`src/rtl/udp_status_sender_pkg.sv`:
```
// Shared types and constants for the UDP status reply sender.
package udp_status_pkg;

  typedef enum logic [1:0] {
    ST_IDLE = 2'd0,
    ST_SEND = 2'd1,
    ST_GAP  = 2'd2
  } state_e;

  localparam int unsigned NUM_WORDS = 5;

  // Payload word positions inside the reply.
  localparam logic [2:0] WORD_MAGIC = 3'd0;
  localparam logic [2:0] WORD_SEQ   = 3'd1;
  localparam logic [2:0] WORD_FRAME = 3'd2;
  localparam logic [2:0] WORD_RXPKT = 3'd3;
  localparam logic [2:0] WORD_DROP  = 3'(NUM_WORDS - 1);

  // UDP payload length in bytes: five 32-bit words.
  localparam logic [15:0] REPLY_LENGTH = 16'(NUM_WORDS * 4);

  // Increment that sticks at all-ones instead of wrapping.
  function automatic logic [15:0] sat_inc16(input logic [15:0] v);
    return (v == 16'hFFFF) ? v : v + 16'd1;
  endfunction

endpackage

```
`src/rtl/udp_status_sender_if.sv`:
```
// Stream bundle toward the LiteEth UDP sink port.
interface udp_status_sender_if;
  logic        valid;
  logic        last;
  logic        ready;
  logic [15:0] src_port;
  logic [15:0] dst_port;
  logic [31:0] ip_address;
  logic [15:0] length;
  logic [31:0] data;
  logic [3:0]  error;

  modport master (
    output valid, last, src_port, dst_port, ip_address, length, data, error,
    input  ready
  );

  modport slave (
    input  valid, last, src_port, dst_port, ip_address, length, data, error,
    output ready
  );
endinterface

```
`src/rtl/udp_status_sender.sv`:
```
// Builds a fixed five-word UDP status reply for the requesting host and
// streams it into the LiteEth UDP sink. One request may wait in a pending
// slot while a reply is in flight; further requests are counted as drops.
module udp_status_sender
  import udp_status_pkg::*;
#(
  parameter logic [15:0] SRC_PORT = 16'd26177,
  parameter logic [31:0] MAGIC    = 32'h4C43_5354
) (
  input  logic        clock,
  input  logic        resetn,
  input  logic        req_valid,
  input  logic [31:0] req_ip,
  input  logic [15:0] req_port,
  input  logic [31:0] frame_count,
  input  logic [31:0] rx_pkt_count,
  output logic [15:0] drop_count,
  udp_status_sender_if.master udp_sink
);

  state_e      state_q, state_d;
  logic [2:0]  idx_q, idx_d;
  logic        valid_q, valid_d;
  logic        last_q, last_d;
  logic [31:0] data_q, data_d;
  logic [31:0] ip_q, ip_d;
  logic [15:0] port_q, port_d;
  logic [31:0] frame_q, frame_d;
  logic [31:0] rx_q, rx_d;
  logic [15:0] drop_snap_q, drop_snap_d;
  logic [31:0] seq_q, seq_d;
  logic [15:0] drop_q, drop_d;
  logic        pend_v_q, pend_v_d;
  logic [31:0] pend_ip_q, pend_ip_d;
  logic [15:0] pend_port_q, pend_port_d;

  logic        take_pend_s;
  logic        take_live_s;
  logic        store_s;

  // Payload word for a given beat index, built from the snapshot registers.
  function automatic logic [31:0] word_at(input logic [2:0]  idx,
                                          input logic [31:0] seq,
                                          input logic [31:0] fr,
                                          input logic [31:0] rx,
                                          input logic [15:0] drp);
    case (idx)
      WORD_MAGIC: word_at = MAGIC;
      WORD_SEQ:   word_at = seq;
      WORD_FRAME: word_at = fr;
      WORD_RXPKT: word_at = rx;
      WORD_DROP:  word_at = {16'h0000, drp};
      default:    word_at = 32'h0000_0000;
    endcase
  endfunction

  // Next-state logic: packet sequencing plus pending-slot bookkeeping.
  always_comb begin
    state_d     = state_q;
    idx_d       = idx_q;
    valid_d     = valid_q;
    last_d      = last_q;
    data_d      = data_q;
    ip_d        = ip_q;
    port_d      = port_q;
    frame_d     = frame_q;
    rx_d        = rx_q;
    drop_snap_d = drop_snap_q;
    seq_d       = seq_q;
    drop_d      = drop_q;
    pend_v_d    = pend_v_q;
    pend_ip_d   = pend_ip_q;
    pend_port_d = pend_port_q;

    // The pending request always has priority over a live one in IDLE.
    take_pend_s = (state_q == ST_IDLE) && pend_v_q;
    take_live_s = (state_q == ST_IDLE) && !pend_v_q && req_valid;
    store_s     = req_valid && !take_live_s;

    case (state_q)
      ST_IDLE: begin
        if (take_pend_s || take_live_s) begin
          ip_d        = take_pend_s ? pend_ip_q : req_ip;
          port_d      = take_pend_s ? pend_port_q : req_port;
          frame_d     = frame_count;
          rx_d        = rx_pkt_count;
          drop_snap_d = drop_q;
          idx_d       = WORD_MAGIC;
          valid_d     = 1'b1;
          last_d      = 1'b0;
          data_d      = MAGIC;
          state_d     = ST_SEND;
        end else begin
          valid_d = 1'b0;
          last_d  = 1'b0;
        end
      end
      ST_SEND: begin
        if (valid_q && udp_sink.ready) begin
          if (idx_q == WORD_DROP) begin
            seq_d   = seq_q + 32'd1;
            valid_d = 1'b0;
            last_d  = 1'b0;
            state_d = ST_GAP;
          end else begin
            idx_d  = idx_q + 3'd1;
            data_d = word_at(idx_q + 3'd1, seq_q, frame_q, rx_q, drop_snap_q);
            last_d = ((idx_q + 3'd1) == WORD_DROP);
          end
        end else begin
          idx_d = idx_q;
        end
      end
      ST_GAP: begin
        state_d = ST_IDLE;
      end
      default: begin
        state_d = ST_IDLE;
        valid_d = 1'b0;
        last_d  = 1'b0;
      end
    endcase

    // A slot consumed this cycle counts as free for an arriving request.
    if (store_s) begin
      if (!pend_v_q || take_pend_s) begin
        pend_v_d    = 1'b1;
        pend_ip_d   = req_ip;
        pend_port_d = req_port;
      end else begin
        drop_d = sat_inc16(drop_q);
      end
    end else if (take_pend_s) begin
      pend_v_d = 1'b0;
    end else begin
      pend_v_d = pend_v_q;
    end
  end

  // State and datapath registers; async reset aborts any packet in flight.
  always_ff @(posedge clock or negedge resetn) begin
    if (!resetn) begin
      state_q     <= ST_IDLE;
      idx_q       <= 3'd0;
      valid_q     <= 1'b0;
      last_q      <= 1'b0;
      data_q      <= 32'h0000_0000;
      ip_q        <= 32'h0000_0000;
      port_q      <= 16'h0000;
      frame_q     <= 32'h0000_0000;
      rx_q        <= 32'h0000_0000;
      drop_snap_q <= 16'h0000;
      seq_q       <= 32'h0000_0000;
      drop_q      <= 16'h0000;
      pend_v_q    <= 1'b0;
      pend_ip_q   <= 32'h0000_0000;
      pend_port_q <= 16'h0000;
    end else begin
      state_q     <= state_d;
      idx_q       <= idx_d;
      valid_q     <= valid_d;
      last_q      <= last_d;
      data_q      <= data_d;
      ip_q        <= ip_d;
      port_q      <= port_d;
      frame_q     <= frame_d;
      rx_q        <= rx_d;
      drop_snap_q <= drop_snap_d;
      seq_q       <= seq_d;
      drop_q      <= drop_d;
      pend_v_q    <= pend_v_d;
      pend_ip_q   <= pend_ip_d;
      pend_port_q <= pend_port_d;
    end
  end

  assign udp_sink.valid      = valid_q;
  assign udp_sink.last       = last_q;
  assign udp_sink.data       = data_q;
  assign udp_sink.ip_address = ip_q;
  assign udp_sink.dst_port   = port_q;
  assign udp_sink.src_port   = SRC_PORT;
  assign udp_sink.length     = REPLY_LENGTH;
  assign udp_sink.error      = 4'b0000;
  assign drop_count          = drop_q;

endmodule

```
`src/flat_wrapper.sv`:
```
// flat-port wrapper written by rule: the top's interface ports become plain ports
module udp_status_sender_flat import udp_status_pkg::*;
#(
  parameter logic [15:0] SRC_PORT = 16'd26177,
  parameter logic [31:0] MAGIC    = 32'h4C43_5354
)
  (clock, resetn, req_valid, req_ip, req_port, frame_count, rx_pkt_count, drop_count, udp_sink_valid, udp_sink_last, udp_sink_src_port, udp_sink_dst_port, udp_sink_ip_address, udp_sink_length, udp_sink_data, udp_sink_error, udp_sink_ready);
  udp_status_sender_if udp_sink_i ();
  input  logic clock;
  input  logic resetn;
  input  logic req_valid;
  input  logic [31:0] req_ip;
  input  logic [15:0] req_port;
  input  logic [31:0] frame_count;
  input  logic [31:0] rx_pkt_count;
  output logic [15:0] drop_count;
  output wire logic [$bits(udp_sink_i.valid)-1:0] udp_sink_valid;
  output wire logic [$bits(udp_sink_i.last)-1:0] udp_sink_last;
  output wire logic [$bits(udp_sink_i.src_port)-1:0] udp_sink_src_port;
  output wire logic [$bits(udp_sink_i.dst_port)-1:0] udp_sink_dst_port;
  output wire logic [$bits(udp_sink_i.ip_address)-1:0] udp_sink_ip_address;
  output wire logic [$bits(udp_sink_i.length)-1:0] udp_sink_length;
  output wire logic [$bits(udp_sink_i.data)-1:0] udp_sink_data;
  output wire logic [$bits(udp_sink_i.error)-1:0] udp_sink_error;
  input wire logic [$bits(udp_sink_i.ready)-1:0] udp_sink_ready;
  assign udp_sink_valid = udp_sink_i.valid;
  assign udp_sink_last = udp_sink_i.last;
  assign udp_sink_src_port = udp_sink_i.src_port;
  assign udp_sink_dst_port = udp_sink_i.dst_port;
  assign udp_sink_ip_address = udp_sink_i.ip_address;
  assign udp_sink_length = udp_sink_i.length;
  assign udp_sink_data = udp_sink_i.data;
  assign udp_sink_error = udp_sink_i.error;
  assign udp_sink_i.ready = udp_sink_ready;
  udp_status_sender #(.SRC_PORT(SRC_PORT), .MAGIC(MAGIC)) u_core (.clock(clock), .resetn(resetn), .req_valid(req_valid), .req_ip(req_ip), .req_port(req_port), .frame_count(frame_count), .rx_pkt_count(rx_pkt_count), .drop_count(drop_count), .udp_sink(udp_sink_i));
endmodule
```
`config.mk`:
```
export PLATFORM = sky130hd
export DESIGN_NAME = udp_status_sender_flat
export DESIGN_NICKNAME = d
export VERILOG_FILES = /design/src/rtl/udp_status_sender_pkg.sv /design/src/rtl/udp_status_sender_if.sv /design/src/rtl/udp_status_sender.sv /design/src/flat_wrapper.sv
export SDC_FILE = /design/constraint.sdc
export NUM_CORES = 1
export LEC_CHECK = 0
export CAP_MARGIN = 20
export CORE_MARGIN = 4
export CORE_UTILIZATION = 46
export DETAILED_ROUTE_END_ITERATION = 7
export PLACE_DENSITY = 0.8
export SYNTH_ARGS = -nofsm -noshare
export SYNTH_HDL_FRONTEND = slang
export SYNTH_SLANG_ARGS = --single-unit
```
`constraint.sdc`:
```
create_clock -name clock -period 1.8 [get_ports clock]
set_clock_uncertainty 0.05 [all_clocks]
set_input_delay 0.27 -clock clock [delete_from_list [all_inputs] [get_ports clock]]
set_output_delay 0.27 -clock clock [all_outputs]
set_load 0.005 [all_outputs]
```
==> results.yml <==
cells_and_area:
  fin_area_mm2: 0.0169
  seq_area_mm2: 0.00661
  n_fill_cell: 1775
  multi_input_area_mm2: 0.00525
  drive_gt1_share_pct: 31.3
  syn2layout_area_growth_pct: 43.7
  final_nets: 1412
logic_synthesis:
  ys_types: 51
  yosysSeqAreaShare_pct: 56.0
  syn_area_per_cell_um2: 12.3
  synth-seq-cells: 264
  netlist_instances: 961
  synthFlopType: "dfrtp_1"
  synth_edf_count: 0
  syn-cell-area_mm2: 0.0118
  yosysTopAreaCell: "dfrtp_1"
  ys_top_cells_by_area: "dfrtp_1 (56%), mux2_2 (12%), mux2i_1 (4.9%)"
  synthArstFlopShare_pct: 100
  synth_top_area_share_pct: 56.0
  synth-warning-count: 0
routing:
  wl_per_cell_um: 19.9
  drtPass1Iterations: 5
  wirelength_um: 32600
  final_antenna_net_count: 0
  vias_per_cell: 5.38
  drtIter0Drc: 483
  num_vias: 8833
  drc: 0
global_routing:
  grt_overflow: 0
  grt_max_degree: 67
  grt_pass1_wl_um: 50900
  grt_pass1_vias: 9358
  grt_util_all_layers_pct: 22.2
  antenna_found_initial: 4
setup_path:
  setup.worst_path.end_class: "flip-flop"
  timing.rr.start: "u_core.idx_q[1]"
  ff2ff_path_depth: 7
  critPathLaunch: "u_core.idx_q[1]"
  startpoint_type: "flip-flop"
  crit_fanout: 6
  max_stage_delay_ps: 440
  r2r_slack_ps: -200
  cp.required_ps: 2170
  arrival_ps: 2370
  cp_slowest_cell: "dfrtp_2"
  cp_cell_sequence: "ha_4 -> xnor2_4 -> and2_4 -> o41ai_4 -> buf_6 -> clkbuf_16 -> o2bb2ai_2"
  endpoint: "u_core.udp_sink.data[18]"
  r2r-end: "u_core.udp_sink.data[18]"
  critPathKind: "flip-flop to flip-flop"
floorplan:
  die-width_um: 168
  rows: 58
  core_area_mm2: 0.0252
  io_pins: 250
  chipHeight_um: 168
  initial_utilization_pct: 46.8
  die_area_mm2: 0.0283
power_and_ir_drop:
  ir_worst_vdd_v: 0.000987
  total_power_mw: 25.6
  power_switching_mw: 8.03
  powerDensity_mw_per_mm2: 1510
  clkPwrFrac_pct: 23.0
  p_leak_nw: 7.88
  p_sw_share_pct: 31.4
  p_comb_share_pct: 38.8
  p_seq_share_pct: 38.2
  p_int_mw: 17.6
outcome:
  status: "finished, violations left"
  violations: "setup timing"
sta:
  fin_crit_ps: 2000
  max_freq_mhz: 500
  setup_ws_ps: -200
  period_share_pct: 111
  finalMaxSlewViolations: 0
  grt_setup_unrepaired: "yes"
  finalHoldViolCount: 0
  setup_violations: 48
min_path:
  worstHoldPathType: "input pin to asynchronous set/reset pin"
job:
  cap_viol_max_count: 0
cts:
  cts_tree: "built"
  h-tree-depth: 1
  clk_latency_ps: 540
  cts_made_buffers: 28
  cts-root-buf: "clkbuf_16"
  clock_sinks: 264
  clkTransAtPathRegs_ps: 60
  clock_path_buffers: 3
placed_design:
  hpwlAfterDp_um: 21800
  port_buffers: 213
  gp_congestion: 0.867
  dpl_cell_area_mm2: 0.0150
worst max-delay path: cells and delay by family (launching register included):
family	cells	cell delay [ps]
AND/OR/NAND/NOR	1	180
XOR/XNOR	1	190
buffers and inverters	2	370
AO/OA/AOI/OAI	2	450
adder cells (fa/ha/maj)	1	190
flip-flops	1	440
worst min-delay path by stage:
stage          startpoint               endpoint  slack [ps]  cells after the start
6_report           resetn     u_core.frame_q[12]         170                      2
2_1_floorplan      resetn   u_core.drop_count[0]         -80                      0
3_5_place_dp       resetn     u_core.frame_q[12]         130                      1
5_1_grt            resetn     u_core.frame_q[12]         200                      2
3_3_place_gp       resetn     u_core.frame_q[12]         130                      1
4_1_cts            resetn  u_core.udp_sink.valid         170                      2
routing by layer:
metal  track usage [%]  vias to the layer above  wire length [um]
li1                  -                     4030                 -
met1              28.1                     4429             13100
met2              37.2                      301             15900
met3              6.90                       67              2640
met4              5.96                        6               860
met5                 0                        -                40
placed cells by master (no fill, tap or decap), drive strengths merged, types with 7 or more instances in the layout:
master	count
xnor2	20
o2bb2ai	19
nand2	96
o21ai	59
buf	142
conb	36
nand4	12
nand3	22
nor2	12
and4	7
and2	7
dfrtp	264
dlymetal6s2s	20
inv	13
nor3	14
clkinv	9
mux2i	58
clkbuf	39
dlygate4sd2	18
clkdlybuf4s50	174
a221oi	26
xor2	27
mux2	129
nor4	14
and3	15
ha	7
state kept, by name (all words and copies together), names as in the netlist, 2 cells and up:
name,count
u_core.state_q,2
u_core.udp_sink.dst_port,16
u_core.rx_q,32
u_core.drop_snap_q,16
u_core.udp_sink.data,32
u_core.frame_q,32
u_core.seq_q,32
u_core.drop_count,16
u_core.pend_ip_q,32
u_core.idx_q,3
u_core.udp_sink.ip_address,32
u_core.pend_port_q,16
Yosys cell counts (all sizes together) (2+ instances only):
cell and n:
nand3 22, a221oi 26, o32a 6, mux2i 58
clkbuf 24, nor3 14, xor2 27, and2 7
xnor2 20, nor2 12, nand2 96, and4 7
o21ai 59, mux2 129, or3 3, o22ai 2
a2bb2oi 6, nor4 14, a211oi 2, o2bb2ai 19
conb 2, inv 13, buf 70, and3 15
nand4 12, dfrtp 264, a21oi 3, ha 7
nand2b 4, a2111o 2, a22o 6
layout make-up:
cell class	instances	share of cell area [%]
diodes	1	0.0148
multi-input cells	624	31.0
clock inverters	14	0.886
clock buffers	37	4.70
repair buffers	358	21.7
well taps	330	2.44
flip-flops and latches	264	39.0
inverters	13	0.288
logic make-up (layout without fill, tap and decap cells):
logic type | Yosys count | after routing | synth area share (%)
DFF | 264 | 264 | 56.0
and+or+nand+nor | 210 | 210 | 8.84
muxes | 187 | 187 | 17.3
AOI/OAI and AO/OA | 137 | 137 | 8.43
buffers and inverters | 107 | 422 | 5.13
xor gates and xnor gates | 47 | 47 | 3.49
adders and majority gates | 7 | 7 | 0.743
other | 2 | 37 | 0.0637
what timing repair did:
item / in CTS / in global routing
resized for setup: 82 / 57
cloned: 2 / 2
buffers inserted: 23 / 16
hold buffers: 1 / 0
pin swaps: 4 / 7
setup endpoints to repair: 75 / 141
endpoints found under the hold margin: 264 / 0
stage by stage:
step	cells	setup slack, ps	TNS [ps]	util [%]	hold WS [ps]
finish	1641	-200	-5570	67.3	170
global route	1640	-214	-8930	67.3	195
CTS	1623	-138	-3500	65.6	171
detailed placement	1546	-365	-30790	59.7	133
global placement	1546	-302	-24130	59.7	131
floorplan	995	-72.0	-2300	-	-75.6
power groups by stage:
stage	combinational, mW	clock [mW]	sequential, mW
after floorplan	4.34	0	9.45
after global placement	8.39	0	9.62
after detailed placement	8.70	0	9.70
after CTS	9.62	6.01	9.72
after global routing	10.7	6.27	10.1
final	9.94	5.89	9.79
Power figures use the tool's default switching activity.
